<file path="config.mk">
export PLATFORM = sky130hd
export DESIGN_NAME = present_core
export DESIGN_NICKNAME = d
export VERILOG_FILES = /design/src/rtl/present_core.sv
export SDC_FILE = /design/constraint.sdc
export NUM_CORES = 1
export LEC_CHECK = 0
export CORE_MARGIN = 5
export CORE_UTILIZATION = 45
export CTS_CLUSTER_DIAMETER = 100
export DETAILED_ROUTE_END_ITERATION = 8
export GPL_ROUTABILITY_DRIVEN = 1
export GPL_TIMING_DRIVEN = 0
export PLACE_DENSITY = 0.75
export SYNTH_ARGS = -nofsm -noshare
export SYNTH_HDL_FRONTEND = slang
export SYNTH_SLANG_ARGS = --single-unit
</file>
<file path="constraint.sdc">
create_clock -name clk -period 3 [get_ports clk]
set_input_delay 0.6 -clock clk [delete_from_list [all_inputs] [get_ports clk]]
set_output_delay 0.6 -clock clk [all_outputs]
set_load 0.01 [all_outputs]
</file>
<file path="src/rtl/present_core.sv">
// rtl/present_core.sv - iterative PRESENT block cipher core, one round per clock
module present_core #(
    parameter int KEY_WIDTH = 80,
    parameter int ROUNDS    = 31
) (
    input  logic                 clk,
    input  logic                 rst,
    input  logic                 in_valid,
    output logic                 in_ready,
    input  logic [63:0]          in_data,
    input  logic [KEY_WIDTH-1:0] in_key,
    output logic                 out_valid,
    input  logic                 out_ready,
    output logic [63:0]          out_data,
    output logic                 busy
);

    typedef enum logic [1:0] {IDLE, RUN, DONE} fsm_e;

    localparam logic [4:0] LAST_ROUND = 5'(ROUNDS);

    fsm_e                 fsm_q;
    logic [63:0]          state_q, state_d;
    logic [KEY_WIDTH-1:0] key_q, key_d;
    logic [4:0]           cnt_q;
    logic [63:0]          out_data_q;
    logic                 out_valid_q;
    logic [63:0]          ark, sbl;

    if (ROUNDS < 1 || ROUNDS > 31) begin : g_bad_rounds
        $error("present_core: ROUNDS must be in 1..31");
    end

    function automatic logic [3:0] sbox(input logic [3:0] x);
        case (x)
            4'h0: sbox = 4'hC;  4'h1: sbox = 4'h5;  4'h2: sbox = 4'h6;  4'h3: sbox = 4'hB;
            4'h4: sbox = 4'h9;  4'h5: sbox = 4'h0;  4'h6: sbox = 4'hA;  4'h7: sbox = 4'hD;
            4'h8: sbox = 4'h3;  4'h9: sbox = 4'hE;  4'hA: sbox = 4'hF;  4'hB: sbox = 4'h8;
            4'hC: sbox = 4'h4;  4'hD: sbox = 4'h7;  4'hE: sbox = 4'h1;  default: sbox = 4'h2;
        endcase
    endfunction

    // Data path: addRoundKey, sBoxLayer, pLayer (bit i -> 16*i mod 63, bit 63 fixed)
    always_comb begin
        ark     = state_q ^ key_q[KEY_WIDTH-1 -: 64];
        sbl     = '0;
        state_d = '0;
        for (int n = 0; n < 16; n++) begin
            sbl[4*n +: 4] = sbox(ark[4*n +: 4]);
        end
        for (int i = 0; i < 63; i++) begin
            state_d[(16*i) % 63] = sbl[i];
        end
        state_d[63] = sbl[63];
    end

    if (KEY_WIDTH == 80) begin : g_key80
        always_comb begin
            key_d          = {key_q[18:0], key_q[79:19]};
            key_d[79:76]   = sbox(key_d[79:76]);
            key_d[19:15]   = key_d[19:15] ^ cnt_q;
        end
    end else if (KEY_WIDTH == 128) begin : g_key128
        always_comb begin
            key_d          = {key_q[66:0], key_q[127:67]};
            key_d[127:124] = sbox(key_d[127:124]);
            key_d[123:120] = sbox(key_d[123:120]);
            key_d[66:62]   = key_d[66:62] ^ cnt_q;
        end
    end else begin : g_bad_key
        $error("present_core: KEY_WIDTH must be 80 or 128");
        always_comb key_d = '0;
    end

    always_ff @(posedge clk) begin
        if (rst) begin
            fsm_q       <= IDLE;
            state_q     <= '0;
            key_q       <= '0;
            cnt_q       <= '0;
            out_data_q  <= '0;
            out_valid_q <= 1'b0;
        end else begin
            case (fsm_q)
                IDLE: begin
                    if (in_valid) begin
                        state_q <= in_data;
                        key_q   <= in_key;
                        cnt_q   <= 5'd1;
                        fsm_q   <= RUN;
                    end
                end
                RUN: begin
                    state_q <= state_d;
                    key_q   <= key_d;
                    // Final round folds in the last round key; counter parks at ROUNDS
                    if (cnt_q == LAST_ROUND) begin
                        out_data_q  <= state_d ^ key_d[KEY_WIDTH-1 -: 64];
                        out_valid_q <= 1'b1;
                        fsm_q       <= DONE;
                    end else begin
                        cnt_q <= cnt_q + 5'd1;
                    end
                end
                DONE: begin
                    if (out_ready) begin
                        out_valid_q <= 1'b0;
                        fsm_q       <= IDLE;
                    end
                end
                default: fsm_q <= IDLE;
            endcase
        end
    end

    assign in_ready  = (fsm_q == IDLE);
    assign busy      = (fsm_q != IDLE);
    assign out_valid = out_valid_q;
    assign out_data  = out_data_q;

endmodule
</file>
==> results of run 1 <==
-- path summary, 6_finish.rpt --
path,startpoint,endpoint,cells past startpoint
worst max-delay path,cnt_q[0]$_SDFFE_PP0P_,out_data[43]$_SDFFE_PP0P_,8
worst min-delay path,out_data[23]$_SDFFE_PP0P_,out_data[23]$_SDFFE_PP0P_,2
worst max register to register,cnt_q[0]$_SDFFE_PP0P_,out_data[43]$_SDFFE_PP0P_,8
worst min register to register,out_data[23]$_SDFFE_PP0P_,out_data[23]$_SDFFE_PP0P_,2
-- layer usage --
layer	up-vias	GRT usage (%)	part of all wire (%)
met2	870	47.9	44
met4	0	14.9	6.1
met5	-	0	0
li1	5771	-	-
met3	182	6.14	12
met1	6123	40.8	38
-- cells by family (layout without fill, tap and decap cells) --
| family | Yosys count | in the layout |
|---|---|---|
| buffers and inverters | 176 | 432 |
| AOI/OAI and AO/OA | 338 | 338 |
| adders and majority gates | 87 | 87 |
| muxes | 84 | 84 |
| and+or+nand+nor | 489 | 489 |
| DFF | 220 | 220 |
| xor gates and xnor gates | 128 | 128 |
-- per-stage QoR --
stage | hold slack [ns] | TNS, ns
floorplan | 0.443 | 0
global placement | 0.439 | -1.16
detailed placement | 0.446 | -1.11
CTS | 0.454 | 0
global route | 0.473 | 0
finish | 0.451 | 0
-- cell type report --
cell class / instances / area [sq um]
tap: 378 / 473
sequential: 220 / 4400
buffer: 107 / 435
multi-input combinational: 1126 / 7770
clock inverter: 6 / 58.8
fill: 2482 / 11700
inverter: 69 / 259
timing repair buffer: 212 / 2120
clock buffer: 38 / 764
-- tightest hold or removal path, stage by stage, from the launching register on --
cell and delay, ns:
dfxtp_1 0.31, nand2_1 0.05, a21oi_1 0.05
-- cell usage after synthesis (8+ instances only) --
master / number
dfxtp_1: 220
inv_1: 63
buf_1: 15
mux2i_1: 65
a21o_1: 26
a311oi_1: 75
ha_1: 87
buf_2: 23
o311ai_1: 8
o21ai_0: 18
xor2_2: 22
nand2_1: 284
clkbuf_1: 68
o211ai_1: 8
or4_1: 8
mux4_2: 16
nor2_1: 122
xor2_1: 16
a211oi_1: 31
nand3_1: 26
o221ai_1: 25
a21oi_1: 116
o22ai_1: 8
nand4_1: 8
nor3_1: 32
xnor2_1: 87
-- registers in the layout, indices dropped and copies added, names as in the netlist --
| register | count |
|---|---|
| cnt_q | 5 |
| fsm_q | 2 |
| key_d | 4 |
| key_q | 80 |
| out_data | 64 |
| out_valid | 1 |
| state_q | 64 |
-- power groups by stage --
stage / registers (uW) / logic (uW) / clock network (uW)
after detailed placement: 3500 / 3290 / 0
after floorplan: 3380 / 2200 / 0
after global routing: 3460 / 3610 / 3220
final: 3450 / 3400 / 3110
after CTS: 3440 / 3320 / 3090
after global placement: 3500 / 3220 / 0
-- what timing repair did --
| item | in CTS | in global routing |
|---|---|---|
| setup buffers | 0 | 0 |
| gates resized for setup | 0 | 2 |
| endpoints found under the setup margin | 0 | 2 |
==> summary.md, run 1 <==
| Metric | Value |
|---|---|
| Largest net degree at the start of global routing | 13 |
| Die Y | 179 microns |
| Register share of total power | roughly a third |
| Max Slew Vio Count | 0 |
| Max clock buf depth | 3 |
| Final worst path period need | 2.82 ns |
| Total power | about 10000 uW |
| CTS tree | yes |
| Vias in the first global route | 12,400 |
| Remaining DRCs | 0 |
| Max Freq | around 360 MHz |
| Net Sw Frac | a little over a third |
| Post-DP HPWL | about 40,000 microns |
| Routed via count | between 10,000 and 15,000 |
| Placer congestion estimate | around 0.99 |
| Clock sinks | between 200 and 250 |
| Critical path startpoint category | register |
| Crit-path most repeated cell | ha_1 |
| Placement Cell Area | around 0.015 sq mm |
| Fin worst setup slack | between 0.15 and 0.2 ns |
| Worst slew pin tran | 1.03 ns |
| H-Tree Depth | 1 |
| Pre-CTS setup slack | -0.419 ns |
| Lkg Pwr | about 0.0065 uW |
| Clock Skews | 0.0148 ns |
| Dominant synthesized flop cell | dfxtp_1 |
| Comb pwr share | about a third |
| WL per Instance | around 24 microns |
| Slowest stage delay, CP | a little over 0.6 ns |
| IO Port Bufs | 212 |
| Cell Area, Synth | roughly 0.013 sq mm |
| Worst R2R Setup Slack | roughly 0.18 ns |
| Max Cap Violations | 0 |
| Post-DR vias/cell | ~6 |
| Antenna Cells | 0 |
| Hold WC Path Type | reg2reg |
| Placed cells | roughly 2,100 |
| Async S/R FF share, synth | 0% |
| Synth top area share | 34.2% |
| Sequential area share after synthesis | between 30 and 40% |
| Synth Area per Inst | between 8 and 9 sq um |
| Fin cells | 2,156 |
| Grt total ovfl | 0 |
| Die area | 0.0321 sq mm |
| Mapped Nets | around 1,800 |
| Core footprint | approximately 0.028 sq mm |
| Max transition margin | 31.2% |
| CTS buffer count | 25 |
| Outcome | completed |
| Initial antenna violation count | 0 |
| Worst Path Arrival | between 3 and 4 ns |
| Clock power share | between 30 and 40% |
| Flops & latches, synth | between 200 and 250 |
| Post-route ant nets | 0 |
| Synth cell types | 47 |
| Post-synth EDFFs | 0 |
| Simple-Gate Fraction of Synth Area | about 15% |
| Largest fanout on the critical path | 10 |
| Iteration-0 DRC Markers | 1,724 |
| CP Capture Type | register |
| Clk root buf | clkbuf_16 |
| Cell Rows | between 60 and 70 |
| Mux share of post-synthesis cell area | under 10% |
| Post-route cell area | roughly 0.016 sq mm |
| Final setup fails | 0 |
| Commonest cells after routing, fill and taps aside | 284 x nand2_1, 220 x dfxtp_1, 212 x clkdlybuf4s50_1 |
| Synth-to-Final Area Change | 26.6% |
| Switching pwr | 3600 uW |
| Main combinational cell family by area after synthesis | compound AO/OA/AOI/OAI gates |
| Crit share post-route | 93.9% |
| Post-Synthesis Cells | ~1,500 |
| Post-synthesis adder-cell area fraction | between 8 and 9% |
| Synth warn | 0 |
| Worst skew pair latency | around 0.53 ns |
| Post-Synth XOR/XNOR Area | 10.2% |
| Peak VDD IR | approximately 0.32 mV |
| Fin. Hold Viols | 0 |
| Layout cells sized above 1 | under 10% |
| Slowest-stage cell, CP | buf_1 |
| Critical path class | reg2reg |
| Final WL | between 50,000 and 60,000 microns |
| Pwr/cell area | 612 mW/mm^2 |
| Top post-synthesis cells by area | dfxtp_1 34%, ha_1 8.5%, nand2_1 8.3% |
| Post-layout util | slightly below 60% |
| Commonest non-fill, non-tap cell in the layout | nand2_1 |
| RSZ-0062 raised after global routing | false |
| Overall routing resource usage | a little under a third |
| Largest area contributor in the netlist | dfxtp_1 |
| Hold buffers post-CTS | 0 |
| Compound-cell area share of the yosys netlist | 18.2% |
| Fin nets | approximately 2,000 |
| Worst path cell trace | ha_1 -> and3_1 -> ha_1 -> nand2_1 -> nor2_1 -> buf_2 -> buf_1 -> a21oi_1 |
| I/O pin cnt | 215 |
| Clock transition at the registers of the reported paths | 0.06 ns |
| First-pass GRT wire length | 74,500 microns |
| Die W | about 180 microns |
| Router iterations before antenna repair | 6 |
| Pint | roughly 6400 uW |
| Starting Density | a little under half |
| Worst Path Buf+Inv | 2 |
| Top Family by Delay on Critical Path | buffers and inverters |
| Req. time, crit path | 3.38 ns |
Power figures use the tool's default switching activity.
==> inputs of run 2 (changes only) <==
--- a/config.mk
+++ b/config.mk
@@ -7,11 +7,13 @@
 export LEC_CHECK = 0
 export CORE_MARGIN = 5
 export CORE_UTILIZATION = 45
+export CTS_BUF_LIST = sky130_fd_sc_hd__clkbuf_4
 export CTS_CLUSTER_DIAMETER = 100
 export DETAILED_ROUTE_END_ITERATION = 8
 export GPL_ROUTABILITY_DRIVEN = 1
 export GPL_TIMING_DRIVEN = 0
 export PLACE_DENSITY = 0.75
+export SLEW_MARGIN = 20
 export SYNTH_ARGS = -nofsm -noshare
 export SYNTH_HDL_FRONTEND = slang
 export SYNTH_SLANG_ARGS = --single-unit
==> run 2 against run 1 <==
Effect of this change: non-clock buffer count unchanged; total power decreased by 4.5%; register-to-register slack got worse by 0.03 ns; combinational power about the same; via count increased by 0.92%; clock-buffer cell count increased by 53; critical path depth unchanged; sequential cell count unchanged; worst setup slack got worse by 0.027 ns; die area unchanged; largest cell class unchanged.
==> summary.md, run 2 (synthesis results as in run 1) <==
| Metric | Value |
|---|---|
| Worst Path Arrival | 3.40 ns (+0.21 ns) |
| Max Slew Vio Count | 0 (unchanged) |
| Clock sinks | 220 (unchanged) |
| Hold buffers post-CTS | 0 (unchanged) |
| Post-route ant nets | 0 (unchanged) |
| Overall routing resource usage | 31.0% (+0.28 points) |
| WL per Instance | 23.1 microns (-1.8%) |
| Hold WC Path Type | in2reg |
| Filler instances | 2,529 (+1.9%) |
| Crit share post-route | 94.8% (+0.91 points) |
| Router iterations before antenna repair | 6 (unchanged) |
| Cell Rows | 61 (unchanged) |
| Remaining DRCs | 0 (unchanged) |
| IO Port Bufs | 212 (unchanged) |
| Grt total ovfl | 0 (unchanged) |
| CP Capture Type | register |
| Final worst path period need | 2.84 ns (+0.0274 ns) |
| Fin Hold WS | 0.387 ns (-0.0637 ns) |
| CTS tree | yes |
| CTS resizes | 0 (unchanged) |
| Clk root buf | clkbuf_4 |
| Initial antenna violation count | 1 (+1) |
| Routed via count | 13,100 (+0.92%) |
| Synth-to-Final Area Change | 25.8% |
| Worst slew pin tran | 0.962 ns (-0.0680 ns) |
| Die Y | 179 microns (unchanged) |
| Largest register FFs | 80 (unchanged) |
| Die W | 179 microns (unchanged) |
| Commonest cells after routing, fill and taps aside | 284 x nand2_1, 220 x dfxtp_1, 212 x clkdlybuf4s50_1 |
| Placer congestion estimate | 0.989 (unchanged) |
| Max Cap Violations | 0 (unchanged) |
| First-pass GRT wire length | 74,900 microns (+0.42%) |
| Req. time, crit path | 3.56 ns (+0.18 ns) |
| I/O pin cnt | 215 (unchanged) |
| Fin cells | 2,214 (+2.7%) |
| Peak VDD IR | 0.258 mV (-19%) |
| Largest fanout on the critical path | 10 (unchanged) |
| Clock Skews | 0.0266 ns (+0.0118 ns) |
| Post-CTS setup repair buffer count | 0 (unchanged) |
| Critical path startpoint category | register |
| Core footprint | 0.0280 sq mm (unchanged) |
| Clock transition at the registers of the reported paths | 0.07 ns (about the same) |
| Layout cells sized above 1 | 9.21% (+2.5 points) |
| Post-DP HPWL | 39,800 microns (unchanged) |
| Top reg by flops | key_q |
| Starting Density | 45.9% (unchanged) |
| Largest net degree at the start of global routing | 15 (+2) |
| Worst skew pair latency | 0.72 ns (+0.19 ns) |
| Iteration-0 DRC Markers | 1,666 (-3.4%) |
| Commonest non-fill, non-tap cell in the layout | nand2_1 |
| Fin. Hold Viols | 0 (unchanged) |
| Fin nets | 2,030 (+1.7%) |
| Critical path class | reg2reg |
| Die area | 0.0321 sq mm (unchanged) |
| Pwr/cell area | 588 mW/mm^2 (-3.9%) |
| Vias in the first global route | 12,700 (+2.4%) |
| Outcome | completed |
| H-Tree Depth | 2 (+1) |
| Lkg Pwr | 0.00654 uW (+0.31%) |
| CTS buffer count | 59 (+140%) |
| Max clock buf depth | 3 (unchanged) |
| Placed cells | 2,112 (unchanged) |
| Final WL | 51,300 microns (+0.86%) |
| Max Freq | 352 MHz (-0.96%) |
| Max transition margin | 35.7% (+4.5 points) |
| Post-layout util | 57.8% (-0.36 points) |
| RSZ-0062 raised after global routing | false |
| Final setup fails | 0 (unchanged) |
| Post-DR vias/cell | 5.90 (-1.7%) |
-- run 2: layout make-up --
cell class                 instances  area [sq um]  area share (%)
timing repair buffer             212          2120            13.1
sequential                       220          4400            27.2
multi-input combinational       1126          7770            48.0
antenna                            1          2.50          0.0155
inverter                          69           259            1.60
clock buffer                      91           683            4.22
tap                              378           473            2.92
buffer                           107           434            2.68
clock inverter                    10          37.5           0.232
-- run 2: final timing paths --
| path | from | end | slack [ns] | cells past startpoint |
|---|---|---|---|---|
| worst max-delay path | cnt_q[0]$_SDFFE_PP0P_ | out_data[41]$_SDFFE_PP0P_ | 0.16 | 8 |
| worst min register to register | out_data[23]$_SDFFE_PP0P_ | out_data[23]$_SDFFE_PP0P_ | 0.45 | 2 |
| worst min-delay path | in_valid | key_q[15]$_SDFFE_PP0N_ | 0.39 | 3 |
| worst max register to register | cnt_q[0]$_SDFFE_PP0P_ | out_data[41]$_SDFFE_PP0P_ | 0.16 | 8 |
-- run 2: metrics by stage --
stage / area, sq um / worst slack (ns) / TNS (ns) / total power [uW]
global placement: 15500 / -0.437 / -1.16 / 6720
finish: 16200 / 0.156 / 0 / 9510
detailed placement: 15500 / -0.419 / -1.11 / 6790
CTS: 16200 / 0.287 / 0 / 9420
global route: 16200 / 0.0544 / 0 / 9890
floorplan: 12900 / 0.526 / 0 / 5580
-- run 2: layer usage --
layer	routed length, microns	up-vias	global-route usage (%)
li1	-	5860	-
met1	19700	6207	40.5
met2	22600	825	48.6
met3	6040	173	6.90
met4	2900	0	15.1
met5	0	-	0
-- run 2: where the power goes --
| group | total, uW | switching (uW) | internal [uW] |
|---|---|---|---|
| combinational | 3390 | 2000 | 1390 |
| sequential | 3450 | 315 | 3140 |
| clock | 2670 | 1310 | 1360 |
-- run 2: worst max-delay path, stage by stage, from the launching register on --
cell and delay [ns]:
dfxtp_1 0.40, ha_1 0.20, and3_1 0.16, ha_1 0.33
nand2_1 0.12, nor2_1 0.36, buf_2 0.36, buf_1 0.62
a21oi_1 0.14
==> inputs of run 3 (changes only) <==
--- a/config.mk
+++ b/config.mk
@@ -12,7 +12,7 @@
 export DETAILED_ROUTE_END_ITERATION = 8
 export GPL_ROUTABILITY_DRIVEN = 1
 export GPL_TIMING_DRIVEN = 0
-export PLACE_DENSITY = 0.75
+export PLACE_DENSITY = 0.78
 export SLEW_MARGIN = 20
 export SYNTH_ARGS = -nofsm -noshare
 export SYNTH_HDL_FRONTEND = slang
==> constraint.sdc (replaced) <==
create_clock -name clk -period 2.3 [get_ports clk]
set_input_delay 0.46 -clock clk [delete_from_list [all_inputs] [get_ports clk]]
set_output_delay 0.46 -clock clk [all_outputs]
set_load 0.01 [all_outputs]
==> run 3 against run 2 <==
Effect of this change: final area up 2.3%; critical path depth decreased by 2; register-to-register slack worse by 0.10 ns; combinational power grew 34%; critical path type unchanged; largest cell class unchanged.
==> summary.md, run 3 (synthesis results as in run 1) <==
| Metric | Value |
|---|---|
| H-Tree Depth | 2 (unchanged) |
| Core footprint | 0.0280 sq mm (unchanged) |
| Post-DP HPWL | 39,900 microns (+0.23%) |
| Outcome | completed |
| Largest fanout on the critical path | 10 (unchanged) |
| Remaining DRCs | 0 (unchanged) |
| Placer congestion estimate | 0.972 (-1.7%) |
| Critical path startpoint category | register |
| Top reg by flops | key_q |
| Post-layout util | 59.1% (+1.3 points) |
| Synth-to-Final Area Change | 28.7% |
| Vias in the first global route | 12,500 (-1.5%) |
| Layout cells sized above 1 | 12.5% (+3.3 points) |
| Worst slew pin tran | 0.883 ns (-0.0798 ns) |
| Final setup fails | 0 (unchanged) |
| Die area | 0.0321 sq mm (unchanged) |
| Post-route ant nets | 0 (unchanged) |
| Fin. Hold Viols | 0 (unchanged) |
| Largest net degree at the start of global routing | 16 (+1) |
| CTS buffer count | 61 (+3.4%) |
| Routed via count | 13,200 (+0.97%) |
| Die Y | 179 microns (unchanged) |
| Fin nets | 2,033 (+0.15%) |
| Worst skew pair latency | 0.75 ns (+0.03 ns) |
| WL per Instance | 23.2 microns (+0.24%) |
| Clock Skews | 0.0667 ns (+0.0401 ns) |
| Lkg Pwr | 0.00672 uW (+2.8%) |
| Commonest non-fill, non-tap cell in the layout | nand2_1 |
| Max transition margin | 41.0% (+5.3 points) |
| Grt total ovfl | 0 (unchanged) |
| Largest register FFs | 80 (unchanged) |
| CTS tree | yes |
| Max Cap Violations | 0 (unchanged) |
| Crit share post-route | 97.6% (+2.8 points) |
| Commonest cells after routing, fill and taps aside | 284 x nand2_1, 212 x dfxtp_1, 211 x clkdlybuf4s50_1 |
| Clock transition at the registers of the reported paths | 0.07 ns (about the same) |
| Max clock buf depth | 3 (unchanged) |
| Initial antenna violation count | 1 (unchanged) |
| CP Capture Type | register |
| Critical path class | reg2reg |
| Cell Rows | 61 (unchanged) |
| Final worst path period need | 2.24 ns (-0.599 ns) |
| Router iterations before antenna repair | 6 (unchanged) |
| I/O pin cnt | 215 (unchanged) |
| Hold buffers post-CTS | 0 (unchanged) |
| Max Slew Vio Count | 0 (unchanged) |
| Clk root buf | clkbuf_4 |
| Die W | 179 microns (unchanged) |
| Peak VDD IR | 0.316 mV (+23%) |
| Req. time, crit path | 2.96 ns (-0.60 ns) |
| Post-DR vias/cell | 5.93 (+0.52%) |
| Starting Density | 45.9% (unchanged) |
| Max Freq | 445 MHz (+27%) |
| First-pass GRT wire length | 74,200 microns (-0.86%) |
| Final setup TNS | 0 ns (unchanged) |
| Pwr/cell area | 776 mW/mm^2 (+32%) |
| Worst Path Arrival | 2.90 ns (-0.50 ns) |
| Overall routing resource usage | 30.9% (-0.088 points) |
| Clock sinks | 220 (unchanged) |
| IO Port Bufs | 212 (unchanged) |
| Hold WC Path Type | in2reg |
| Iteration-0 DRC Markers | 1,752 (+5.2%) |
| Filler instances | 2,522 (-0.28%) |
| Final WL | 51,600 microns (+0.70%) |
| Fin Hold WS | 0.268 ns (-0.119 ns) |
run 3: cell count changes in the layout (fill, tap and decap cells not counted), sizes merged:
cell / previous run / this run
buf: 39 / 36
clkinv: 10 / 21
dlygate4sd2: 0 / 1
clkdlybuf4s50: 212 / 211
bufinv: 0 / 2
run 3: power by group:
group / leakage (uW) / switching [uW] / internal (uW)
Sequential: 0.00181 / 452 / 4100
Combinational: 0.00444 / 2640 / 1890
Clock: 0.000471 / 1800 / 1960
Total: 0.00672 / 4890 / 7950
run 3: what timing repair did:
action	CTS	global route
endpoints found under the setup margin	52	105
resized for setup	22	52
pin swaps	0	1
buffers inserted	0	1
run 3: worst max-delay path, cell delays in order, from the launching register on:
cell,delay (ns)
dfxtp_1,0.41
buf_2,0.26
o21ba_2,0.25
buf_2,0.33
clkbuf_1,0.50
o221ai_1,0.26
a21oi_1,0.18
run 3: per-stage QoR:
step | worst slack [ns] | instance area (sq um) | total power (uW) | std cells
6_report | 0.0550 | 16600 | 12800 | 2224
5_1_grt | -0.0583 | 16600 | 13300 | 2224
4_1_cts | 0.00132 | 16300 | 12600 | 2222
3_5_place_dp | -0.711 | 15500 | 8870 | 2112
3_3_place_gp | -0.756 | 15500 | 8740 | 2112
2_1_floorplan | 0.0468 | 12900 | 7280 | 1522
run 3: area by class of cell:
cell class	count	area [sq um]	share of cell area [%]
multi-input combinational	1126	8020	48.4
antenna	1	2.50	0.0151
tap	378	473	2.86
clock buffer	87	653	3.94
sequential	220	4410	26.7
timing repair buffer	213	2130	12.9
clock inverter	23	144	0.869
inverter	69	259	1.56
buffer	107	467	2.82
run 3: worst paths after layout:
kind | from | endpoint | slack, ns | cells after the start
min reg2reg | out_data[22]$_SDFFE_PP0P_ | out_data[22]$_SDFFE_PP0P_ | 0.45 | 2
max reg2reg | fsm_q[0]$_SDFFE_PP0P_ | state_q[43]$_SDFFE_PP0N_ | 0.06 | 6
max | fsm_q[0]$_SDFFE_PP0P_ | state_q[43]$_SDFFE_PP0N_ | 0.06 | 6
min | in_valid | key_q[15]$_SDFFE_PP0N_ | 0.27 | 3
run 3: metal layers:
metal | global-route usage, % | vias up | part of all wire, %
met3 | 6.87 | 181 | 12
met2 | 47.3 | 900 | 43
met1 | 40.5 | 6231 | 38
met5 | 0 | - | 0
li1 | - | 5880 | -
met4 | 17.1 | 0 | 6.7
